**src/rtl/chimera_clu_gate_pkg.sv**
```systemverilog
// chimera_clu_gate_pkg: shared types and defaults for the cluster clock-gate sequencer.
package chimera_clu_gate_pkg;
  typedef enum logic [1:0] {IDLE, ISOLATE, WAKE} state_e;
  localparam int unsigned DefaultNumClusters = 5;
endpackage

```
**src/rtl/rr_arb_tree.sv**
```systemverilog
// rr_arb_tree: round-robin arbiter; priority starts one past the last granted index.
module rr_arb_tree #(
  parameter int unsigned NumIn = 2,
  parameter bit ExtPrio = 1'b0,
  parameter bit LockIn = 1'b0,
  localparam int unsigned IdxWidth = (NumIn > 1) ? $clog2(NumIn) : 1
)(
  input  logic                clk_i,
  input  logic                rst_ni,
  input  logic [IdxWidth-1:0] rr_i,
  input  logic [NumIn-1:0]    req_i,
  input  logic                gnt_i,
  output logic                req_o,
  output logic [IdxWidth-1:0] idx_o
);
  logic [IdxWidth-1:0] rr_q, ptr, pick, idx_q;
  logic lock_q;
  always_comb begin
    ptr = ExtPrio ? rr_i : rr_q;
    pick = '0;
    for (int k = NumIn - 1; k >= 0; k--)
      if (req_i[IdxWidth'((int'(ptr) + k) % NumIn)]) pick = IdxWidth'((int'(ptr) + k) % NumIn);
  end
  assign req_o = |req_i;
  // a stalled request keeps its decision when locking is enabled
  assign idx_o = (LockIn && lock_q) ? idx_q : pick;
  always_ff @(posedge clk_i)
    if (!rst_ni) begin
      rr_q <= '0;
      idx_q <= '0;
      lock_q <= 1'b0;
    end else begin
      idx_q <= idx_o;
      lock_q <= LockIn && req_o && !gnt_i;
      if (req_o && gnt_i) rr_q <= (idx_o == IdxWidth'(NumIn - 1)) ? '0 : idx_o + 1'b1;
    end
endmodule

```
**src/rtl/chimera_clu_gate_ctrl.sv**
```systemverilog
// chimera_clu_gate_ctrl: drains, isolates and gates cluster clocks one cluster at a time;
// ungates with a settle delay before releasing isolation.
module chimera_clu_gate_ctrl import chimera_clu_gate_pkg::*; #(
  parameter int unsigned NumClusters = DefaultNumClusters,
  parameter int unsigned SettleCycles = 4,
  parameter int unsigned TimeoutCycles = 1024
)(
  input  logic                   soc_clk_i,
  input  logic                   rst_ni,
  input  logic [NumClusters-1:0] gate_req_i,
  input  logic [NumClusters-1:0] busy_i,
  input  logic [NumClusters-1:0] err_clr_i,
  output logic [NumClusters-1:0] isolate_o,
  output logic [NumClusters-1:0] clk_en_o,
  output logic [NumClusters-1:0] gated_o,
  output logic [NumClusters-1:0] err_o,
  output logic                   seq_busy_o
);
  localparam int unsigned IdxW = (NumClusters > 1) ? $clog2(NumClusters) : 1;
  localparam int unsigned CntMax = (SettleCycles > TimeoutCycles) ? SettleCycles : TimeoutCycles;
  localparam int unsigned CntW = $clog2(CntMax + 1);
  state_e state_q;
  logic [IdxW-1:0] cur_q, sel;
  logic [CntW-1:0] cnt_q, cnt_inc;
  logic [NumClusters-1:0] blocked_q, pending, arb_req;
  logic sel_valid;
  assign pending = (gate_req_i ^ gated_o) & ~blocked_q;
  assign arb_req = (state_q == IDLE) ? pending : '0;
  assign cnt_inc = (cnt_q == CntW'(CntMax)) ? cnt_q : cnt_q + 1'b1;
  rr_arb_tree #(
    .NumIn(NumClusters),
    .ExtPrio(1'b0),
    .LockIn(1'b0)
  ) i_arb (
    .clk_i(soc_clk_i),
    .rst_ni(rst_ni),
    .rr_i('0),
    .req_i(arb_req),
    .gnt_i(state_q == IDLE),
    .req_o(sel_valid),
    .idx_o(sel)
  );
  always_ff @(posedge soc_clk_i)
    if (!rst_ni) begin
      state_q <= IDLE;
      cur_q <= '0;
      cnt_q <= '0;
      isolate_o <= '0;
      clk_en_o <= '1;
      gated_o <= '0;
      err_o <= '0;
      blocked_q <= '0;
      seq_busy_o <= 1'b0;
    end else begin
      // per-bit clears first so a same-cycle timeout below overrides them
      blocked_q <= blocked_q & gate_req_i & ~err_clr_i;
      err_o <= err_o & ~err_clr_i;
      case (state_q)
        IDLE: if (sel_valid) begin
          cur_q <= sel;
          cnt_q <= '0;
          seq_busy_o <= 1'b1;
          if (gated_o[sel]) begin
            state_q <= WAKE;
            clk_en_o[sel] <= 1'b1;
          end else begin
            state_q <= ISOLATE;
            isolate_o[sel] <= 1'b1;
          end
        end
        ISOLATE: if (!gate_req_i[cur_q]) begin
          isolate_o[cur_q] <= 1'b0;
          state_q <= IDLE;
          seq_busy_o <= 1'b0;
        end else if (!busy_i[cur_q]) begin
          clk_en_o[cur_q] <= 1'b0;
          gated_o[cur_q] <= 1'b1;
          state_q <= IDLE;
          seq_busy_o <= 1'b0;
        end else if (cnt_q == CntW'(TimeoutCycles - 1)) begin
          isolate_o[cur_q] <= 1'b0;
          err_o[cur_q] <= 1'b1;
          blocked_q[cur_q] <= 1'b1;
          state_q <= IDLE;
          seq_busy_o <= 1'b0;
        end else cnt_q <= cnt_inc;
        WAKE: if (cnt_q == CntW'(SettleCycles - 1)) begin
          isolate_o[cur_q] <= 1'b0;
          gated_o[cur_q] <= 1'b0;
          state_q <= IDLE;
          seq_busy_o <= 1'b0;
        end else cnt_q <= cnt_inc;
        default: begin
          state_q <= IDLE;
          seq_busy_o <= 1'b0;
        end
      endcase
    end
endmodule

```
**config.mk**
```make
export PLATFORM = sky130hd
export DESIGN_NAME = chimera_clu_gate_ctrl
export DESIGN_NICKNAME = d
export VERILOG_FILES = /design/src/rtl/chimera_clu_gate_pkg.sv /design/src/rtl/rr_arb_tree.sv /design/src/rtl/chimera_clu_gate_ctrl.sv
export SDC_FILE = /design/constraint.sdc
export NUM_CORES = 1
export LEC_CHECK = 0
export ABC_AREA = 1
export CAP_MARGIN = 20
export CORE_AREA = 2 2 87 89
export CTS_CLUSTER_DIAMETER = 60
export CTS_CLUSTER_SIZE = 40
export DETAILED_ROUTE_END_ITERATION = 10
export DIE_AREA = 0 0 89 91
export PLACE_DENSITY = 0.73
export SYNTH_ARGS = -nofsm -noshare
export SYNTH_HDL_FRONTEND = slang
export SYNTH_SLANG_ARGS = --single-unit
```
**constraint.sdc**
```tcl
create_clock -name soc_clk_i -period 8.5 [get_ports soc_clk_i]
set_clock_uncertainty 0.15 [all_clocks]
set_input_delay 1.7 -clock soc_clk_i [delete_from_list [all_inputs] [get_ports soc_clk_i]]
set_output_delay 1.7 -clock soc_clk_i [all_outputs]
set_load 0.02 [all_outputs]
```
==> reports/qor.csv, run 1 <==
stage,metric,value,unit
yosys,synth_xor_area_frac,0.0191,
yosys,ys.flop_type,dfxtp_1,
yosys,synth_fa_ha_area_frac,0.0875,
global_route,grt_pass1_wl,17100,um
yosys,yosys.area_share.simple,0.412,
setup_path,max_stage_delay,820,ps
job,cap_violations,0,
setup_path,arrival,4730,ps
cts,cts.sinks,45,
yosys,yosys_warnings,0,
timing,maxSlewViolCount,0,
floorplan,die-height,91,um
yosys,synth_edf_count,0,
timing,timing.final.crit_period,4710,ps
cells_and_area,area_delta_synth_final,14.6,%
worst_hold_path,whs_endpoint,err_o[1]$_SDFF_PN0_,
cts,numCtsBuffers,5,
route,routed_via_density,5.39,
floorplan,initial_utilization,0.541,
timing,timing.slew.headroom,0.383,
setup_path,reg2reg_setup_slack,3790,ps
route,drtAntennaViolNets,0,
yosys,synth_cells,592,
route,drc,0,
cts,post-cts-setup-buffers,0,
route,routed.top_layer,met4,
setup_path,r2r_start,i_arb.ptr[0]$_SDFFE_PN0P_,
cells_and_area,n_antenna_cell,0,
cts,htreeDepth,2,
floorplan,core-area,0.00714,mm^2
route,dr_wl_met3,364,um
global_route,overflow,0,
timing,tns,0,ps
cts,clk_pin_slew_worst_paths,90,ps
setup_path,reg2reg_to,clk_en_o[4]$_SDFFE_PN1P_,
yosys,synth_cell_types,49,
global_route,track_usage,0.261,
cts,cts_tree,done,
yosys,syn_avg_cell_area,6.52,um^2
timing,worst_pin_slew,917,ps
place,buffer_ports.inserted,37,
place,routabilityCongestion,0.982,
setup_path,start_kind,flip-flop,
yosys,synth_top_area_cell,dfxtp_1,
timing,setup_viol,0,
route,wirelength,10100,um
floorplan,die_w,89,um
yosys,synthesis.nets,636,
floorplan,row_count,31,
setup_path,path_class,reg -> reg,
cts,ctsResizeCount,0,
timing,rsz0062_at_grt,false,
cells_and_area,final_nets,674,
cells_and_area,final_common_cell,nand2_1,
setup_path,cpMaxStageDelayCell,dfxtp_1,
route,wl_met2,5090,um
worst_hold_path,hp-class,reg -> reg,
route,num_vias,3937,
cts,root_buffer,clkbuf_8,
floorplan,dieArea,0.00810,mm^2
route,dr.pass1.iters,5,
setup_path,crit_required,8510,ps
cts,cts_hold_buf,0,
yosys,synth_compound_area_frac,0.149,
outcome,outcome,"complete, no violations",
cells_and_area,layout-drive-gt1-share,0.132,
global_route,grt_max_degree,23,
yosys,ys_seq_area_frac,0.233,
worst_hold_path,worstHoldStart,err_o[1]$_SDFF_PN0_,
timing,hold_viol_final,0,
worst_hold_path,whs_path_depth,2,
setup_path,path_common_cell,nand2_1,
setup_path,cp_max_fo,17,
yosys,netlist_area,0.00386,mm^2
yosys,synth_mux_area_frac,0,
setup_path,crit_path_end_kind,flip-flop,
timing,max_freq,212,MHz
cts,clock_latency,300,ps
route,wl_met1,4490,um
yosys,async_flop_share,0,
cells_and_area,layout_common_cells,"nand2_1, inv_1, nand3_1",
yosys,netlist.area_leader.share,0.233,
timing,finalCritPeriodShare,0.554,
place,dp_hpwl,7950,um
global_route,grt_pass1_vias,3794,
route,wire_per_inst,13.9,um
route,drtIter0Drc,147,
cts,clk_path_buf_depth,2,
yosys,synth_seq_cells,45,
yosys,synth_top_family_by_area,simple AND/OR/NAND/NOR gates,
floorplan,ioPinCount,38,
setup_path,reg2regPathDepth,32,
global_route,grt_antenna_before_repair,0,
yosys,synthTopCellsByArea,"dfxtp_1, nand2_1, nand3_1, ha_1, inv_1",
cells_and_area,fillers,715,
[layout make-up]
cell class | instances | area (um^2) | share of cell area
Multi-Input combinational cell | 447 | 2580 | 0.583
Clock inverter | 2 | 13.8 | 0.00311
Sequential cell | 45 | 901 | 0.204
Clock buffer | 6 | 82.6 | 0.0187
Inverter | 94 | 354 | 0.0800
Timing Repair Buffer | 37 | 370 | 0.0837
Tap cell | 99 | 124 | 0.0280
[cell usage after synthesis, types with 5 or more instances]
| master | instances |
|---|---|
| nor2_1 | 34 |
| nand3_2 | 6 |
| inv_1 | 80 |
| nor3_1 | 9 |
| nand3_1 | 72 |
| nand2_4 | 8 |
| o21ai_0 | 25 |
| a21oi_1 | 39 |
| nand4_1 | 7 |
| ha_1 | 27 |
| nor4_1 | 6 |
| a21oi_2 | 5 |
| nand2_2 | 26 |
| nand2_1 | 131 |
| inv_2 | 11 |
| dfxtp_1 | 45 |
| o21ai_1 | 9 |
[critical path: cells and delay by family, from the launching register on]
family                     cells  cell delay, ps
and+or+nand+nor               20            1630
adders and majority gates      4             970
DFF                            1             820
buffers and inverters          6             660
AOI/OAI and AO/OA              2             350
[routing by layer]
metal  GRT usage  up-vias
met5           0        -
met4      0.0709        0
met3      0.0355       15
met2       0.459       92
met1       0.329     1802
li1            -     2028
[stage by stage]
stage          std cells   util  hold WS (ps)  cell area, um^2  worst slack (ps)
2_1_floorplan        592      -           307             3860              4590
3_3_place_gp         722  0.606           304             4330              3630
3_5_place_dp         722  0.606           310             4330              3590
4_1_cts              730  0.620           322             4420              3790
5_1_grt              730  0.620           337             4420              3300
6_report             730  0.620           318             4420              3790
[worst max-delay path by stage]
stage	startpoint	to	cells past startpoint
floorplan	i_arb.ptr[0]$_SDFFE_PN0P_	clk_en_o[2]$_SDFFE_PN1P_	33
global placement	gate_req_i[3]	cnt_q[7]$_SDFFE_PN0P_	14
detailed placement	gate_req_i[3]	cnt_q[7]$_SDFFE_PN0P_	14
CTS	i_arb.ptr[0]$_SDFFE_PN0P_	clk_en_o[4]$_SDFFE_PN1P_	32
global route	i_arb.ptr[0]$_SDFFE_PN0P_	clk_en_o[4]$_SDFFE_PN1P_	32
finish	i_arb.ptr[0]$_SDFFE_PN0P_	clk_en_o[4]$_SDFFE_PN1P_	32
[cell families (layout without fill, tap and decap cells)]
family | Yosys count | count (layout)
flops | 45 | 45
compound gates | 98 | 98
xor+xnor | 6 | 6
simple gates | 316 | 316
buf+inv | 100 | 139
fa+ha+maj | 27 | 27
Power of run 1 is left out: the tool's default activity adds up to more than one toggle a clock period on the data nets, which glitch-free logic cannot reach.
==> run 2, diff against run 1 <==
- clock period: 8.5 -> 4.64 ns (I/O delays scaled with it)
==> reports/qor.csv, run 2 (same netlist as run 1, synthesis figures left out) <==
stage,metric,value,unit,change
route,routed_via_density,5.47,,+1.4%
route,drc,0,,unchanged
setup_path,cpMaxStageDelayCell,ha_1,,
worst_hold_path,hp-class,reg -> reg,,
timing,hold_viol_final,0,,unchanged
cells_and_area,n_antenna_cell,0,,unchanged
route,num_vias,4014,,+2.0%
route,drtAntennaViolNets,0,,unchanged
place,dp_hpwl,8020,um,+0.87%
floorplan,die_w,89,um,unchanged
timing,worst_pin_slew,889,ps,-28.0 ps
floorplan,core-area,0.00714,mm^2,unchanged
route,wire_per_inst,13.8,um,-0.35%
route,dr.pass1.iters,5,,unchanged
cells_and_area,area_delta_synth_final,15.8,%,
route,wirelength,10100,um,+0.20%
setup_path,max_stage_delay,330,ps,-490 ps
cells_and_area,final_cells,734,,+0.55%
global_route,grt_max_degree,23,,unchanged
cts,root_buffer,clkbuf_8,,
timing,setup_viol,0,,unchanged
place,routabilityCongestion,0.948,,-3.5%
timing,finalCritPeriodShare,0.884,,+0.330
cells_and_area,final_nets,678,,+0.59%
setup_path,cp_top_family,simple AND/OR/NAND/NOR gates,,
global_route,overflow,0,,unchanged
floorplan,row_count,31,,unchanged
cts,htreeDepth,2,,unchanged
setup_path,path_common_cell,nand2_1,,
cells_and_area,layout-drive-gt1-share,0.137,,+0.00547
cells_and_area,layout_common_cells,"nand2_1, inv_1, nand3_1",,
floorplan,dieArea,0.00810,mm^2,unchanged
global_route,track_usage,0.255,,-0.00615
floorplan,ioPinCount,38,,unchanged
job,cap_violations,0,,unchanged
timing,rsz0062_at_grt,false,,
cts,cts_hold_buf,0,,unchanged
timing,tns,0,ps,unchanged
outcome,outcome,"complete, no violations",,
cts,ctsResizeCount,0,,unchanged
timing,timing.slew.headroom,0.402,,+0.0188
cts,clock_latency,310,ps,about the same
setup_path,crit_path_end_kind,flip-flop,,
setup_path,crit_required,4670,ps,-3840 ps
global_route,grt_pass1_wl,16800,um,-1.7%
cts,numCtsBuffers,5,,unchanged
cells_and_area,final_common_cell,nand2_1,,
cts,cts.sinks,45,,unchanged
setup_path,worstPathBufferInverterCount,7,,+1
global_route,grt_antenna_before_repair,0,,unchanged
cts,post-cts-setup-buffers,0,,unchanged
setup_path,cp_max_fo,7,,-10
floorplan,die-height,91,um,unchanged
setup_path,start_kind,flip-flop,,
timing,maxSlewViolCount,0,,unchanged
setup_path,reg2reg_setup_slack,540,ps,-3250 ps
setup_path,arrival,4130,ps,-600 ps
global_route,grt_pass1_vias,3840,,+1.2%
cts,clk_pin_slew_worst_paths,90,ps,about the same
route,drtIter0Drc,162,,+10%
setup_path,path_class,reg -> reg,,
cts,clk_path_buf_depth,2,,unchanged
cts,cts_tree,done,,
timing,max_freq,244,MHz,+15%
floorplan,initial_utilization,0.541,,unchanged
place,buffer_ports.inserted,37,,unchanged
timing,timing.final.crit_period,4100,ps,-610 ps
place,place_inst,726,,+0.55%
timing,hold_slack,318,ps,+0.0810 ps
==> run 2: per-stage QoR <==
step | utilization | setup slack [ps] | area, um^2
finish | 0.626 | 538 | 4470
global route | 0.626 | 88.7 | 4470
CTS | 0.626 | 546 | 4470
detailed placement | 0.611 | 557 | 4360
global placement | 0.611 | 746 | 4360
floorplan | - | 729 | 3860
==> run 2: cell type report <==
cell class	instances	area, um^2
fill	715	2670
multi-input combinational	447	2580
sequential	45	901
timing repair buffer	41	400
inverter	94	354
tap	99	124
clock buffer	5	68.8
clock inverter	3	43.8
==> run 2: tightest hold or removal path: stages, from the launching register on <==
cell,delay [ps]
dfxtp_1,320
nand2_1,60
a21oi_1,50
==> run 2: metal layers <==
layer	vias up	global-route usage	part of all wire
li1	2041	-	-
met1	1850	0.321	0.45
met2	106	0.441	0.50
met3	17	0.0327	0.037
met4	0	0.0883	0.021
met5	-	0	0
==> run 2: final timing paths <==
kind / from / to / cells past startpoint
max: i_arb.ptr[1]$_SDFFE_PN0P_ / clk_en_o[0]$_SDFFE_PN1P_ / 32
min: err_o[2]$_SDFF_PN0_ / err_o[2]$_SDFF_PN0_ / 2
max reg2reg: i_arb.ptr[1]$_SDFFE_PN0P_ / clk_en_o[0]$_SDFFE_PN1P_ / 32
min reg2reg: err_o[2]$_SDFF_PN0_ / err_o[2]$_SDFF_PN0_ / 2
Power of run 2 is left out for the same reason.
==> run 3, diff against run 2 <==
- PLACE_DENSITY: 0.73 -> 0.76
- TNS_END_PERCENT: not set -> 10
==> reports/qor.csv, run 3 (same netlist as run 1, synthesis figures left out) <==
stage,metric,value,unit,change
cells_and_area,fillers,669,,-6.4%
cts,clk_pin_slew_worst_paths,80,ps,about the same
setup_path,cp-startpoint,i_arb.ptr[1]$_SDFFE_PN0P_,,
worst_hold_path,hp-class,reg -> reg,,
setup_path,max_stage_delay,320,ps,about the same
route,num_vias,3978,,-0.90%
setup_path,start_kind,flip-flop,,
timing,tns,0,ps,unchanged
cells_and_area,layout_common_cells,"nand2_1, inv_1, nand3_1",,
floorplan,die-height,91,um,unchanged
floorplan,die_w,89,um,unchanged
timing,timing.final.crit_period,4090,ps,-9.35 ps
route,drtAntennaViolNets,0,,unchanged
timing,rsz0062_at_grt,false,,
cts,ctsResizeCount,0,,unchanged
cts,clock_latency,300,ps,about the same
place,place_inst,725,,-0.14%
place,buffer_ports.inserted,37,,unchanged
cts,cts.sinks,45,,unchanged
timing,finalCritPeriodShare,0.882,,-0.00201
floorplan,core-area,0.00714,mm^2,unchanged
cts,numCtsBuffers,5,,unchanged
timing,hold_viol_final,0,,unchanged
global_route,track_usage,0.249,,-0.00607
place,routabilityCongestion,0.969,,+2.2%
floorplan,dieArea,0.00810,mm^2,unchanged
cells_and_area,final_common_cell,nand2_1,,
outcome,outcome,"complete, no violations",,
route,wire_per_inst,13.3,um,-4.2%
setup_path,cp_max_fo,7,,unchanged
cells_and_area,layout-drive-gt1-share,0.133,,-0.00431
worst_hold_path,worstHoldStart,err_o[4]$_SDFF_PN0_,,
setup_path,path_class,reg -> reg,,
cts,clk_path_buf_depth,2,,unchanged
global_route,grt_pass1_wl,16400,um,-2.7%
cts,cts_tree,done,,
floorplan,ioPinCount,38,,unchanged
cells_and_area,final_cells,732,,-0.27%
timing,max_freq,244,MHz,+0.23%
place,dp_hpwl,7770,um,-3.1%
cts,post-cts-setup-buffers,0,,unchanged
setup_path,crit_required,4660,ps,about the same
setup_path,cpMaxStageDelayCell,ha_1,,
route,routed_via_density,5.43,,-0.63%
global_route,grt_max_degree,23,,unchanged
timing,maxSlewViolCount,0,,unchanged
setup_path,arrival,4110,ps,-20 ps
cts,root_buffer,clkbuf_8,,
route,dr.pass1.iters,5,,unchanged
cells_and_area,seq_area,901,um^2,unchanged
cells_and_area,final_nets,677,,-0.15%
cells_and_area,area_delta_synth_final,14.8,%,
global_route,grt_pass1_vias,3736,,-2.7%
job,cap_violations,0,,unchanged
route,wirelength,9700,um,-4.4%
timing,worst_pin_slew,816,ps,-72.9 ps
global_route,overflow,0,,unchanged
global_route,grt_antenna_before_repair,0,,unchanged
floorplan,initial_utilization,0.541,,unchanged
route,drc,0,,unchanged
setup_path,path_common_cell,nand2_1,,
timing,setup_viol,0,,unchanged
cells_and_area,multi_input_area,0.00258,mm^2,unchanged
route,drtIter0Drc,197,,+22%
cts,cts_hold_buf,0,,unchanged
cts,htreeDepth,2,,unchanged
setup_path,r2r_start,i_arb.ptr[1]$_SDFFE_PN0P_,,
floorplan,row_count,31,,unchanged
timing,timing.slew.headroom,0.451,,+0.0491
setup_path,crit_path_end_kind,flip-flop,,
cells_and_area,n_antenna_cell,0,,unchanged
run 3: cell count changes in the layout (fill, tap and decap cells not counted), sizes merged:
| cell | previous run | this run |
|---|---|---|
| inv | 92 | 91 |
| buf | 4 | 3 |
| bufinv | 1 | 0 |
| clkbuf | 5 | 6 |
run 3: metal layers:
metal,up-vias,track usage,wire length (um),share of wire
met4,0,0.0896,266,0.027
met2,98,0.430,4700,0.48
met5,-,0,0,0
li1,2034,-,-,-
met3,25,0.0273,337,0.035
met1,1821,0.315,4400,0.45
run 3: cell type report:
type,count,share of cell area
multi-input cells,447,0.582
flip-flops and latches,45,0.203
repair buffers,40,0.0887
inverters,94,0.0799
well taps,99,0.0280
clock buffers,6,0.0164
clock inverters,1,0.00198
run 3: path summary, 6_finish.rpt:
kind / end / slack [ps] / depth (start not counted)
max reg2reg: clk_en_o[0]$_SDFFE_PN1P_ / 550 / 32
min: err_o[4]$_SDFF_PN0_ / 320 / 2
min reg2reg: err_o[4]$_SDFF_PN0_ / 320 / 2
max: clk_en_o[0]$_SDFFE_PN1P_ / 550 / 32
run 3: through the flow:
step	utilization	area [um^2]	hold WS, ps	setup WS (ps)
global placement	0.610	4350	303	709
finish	0.621	4430	318	548
detailed placement	0.610	4350	304	604
CTS	0.621	4430	317	552
floorplan	-	3860	307	729
global route	0.621	4430	343	142
run 3: critical path, delay by kind of cell, from the launching register on:
family	cells	cell delay (ps)
fa+ha+maj	4	950
compound gates	2	340
flops	1	310
buf+inv	7	650
simple gates	19	1560
Power of run 3 is left out for the same reason.
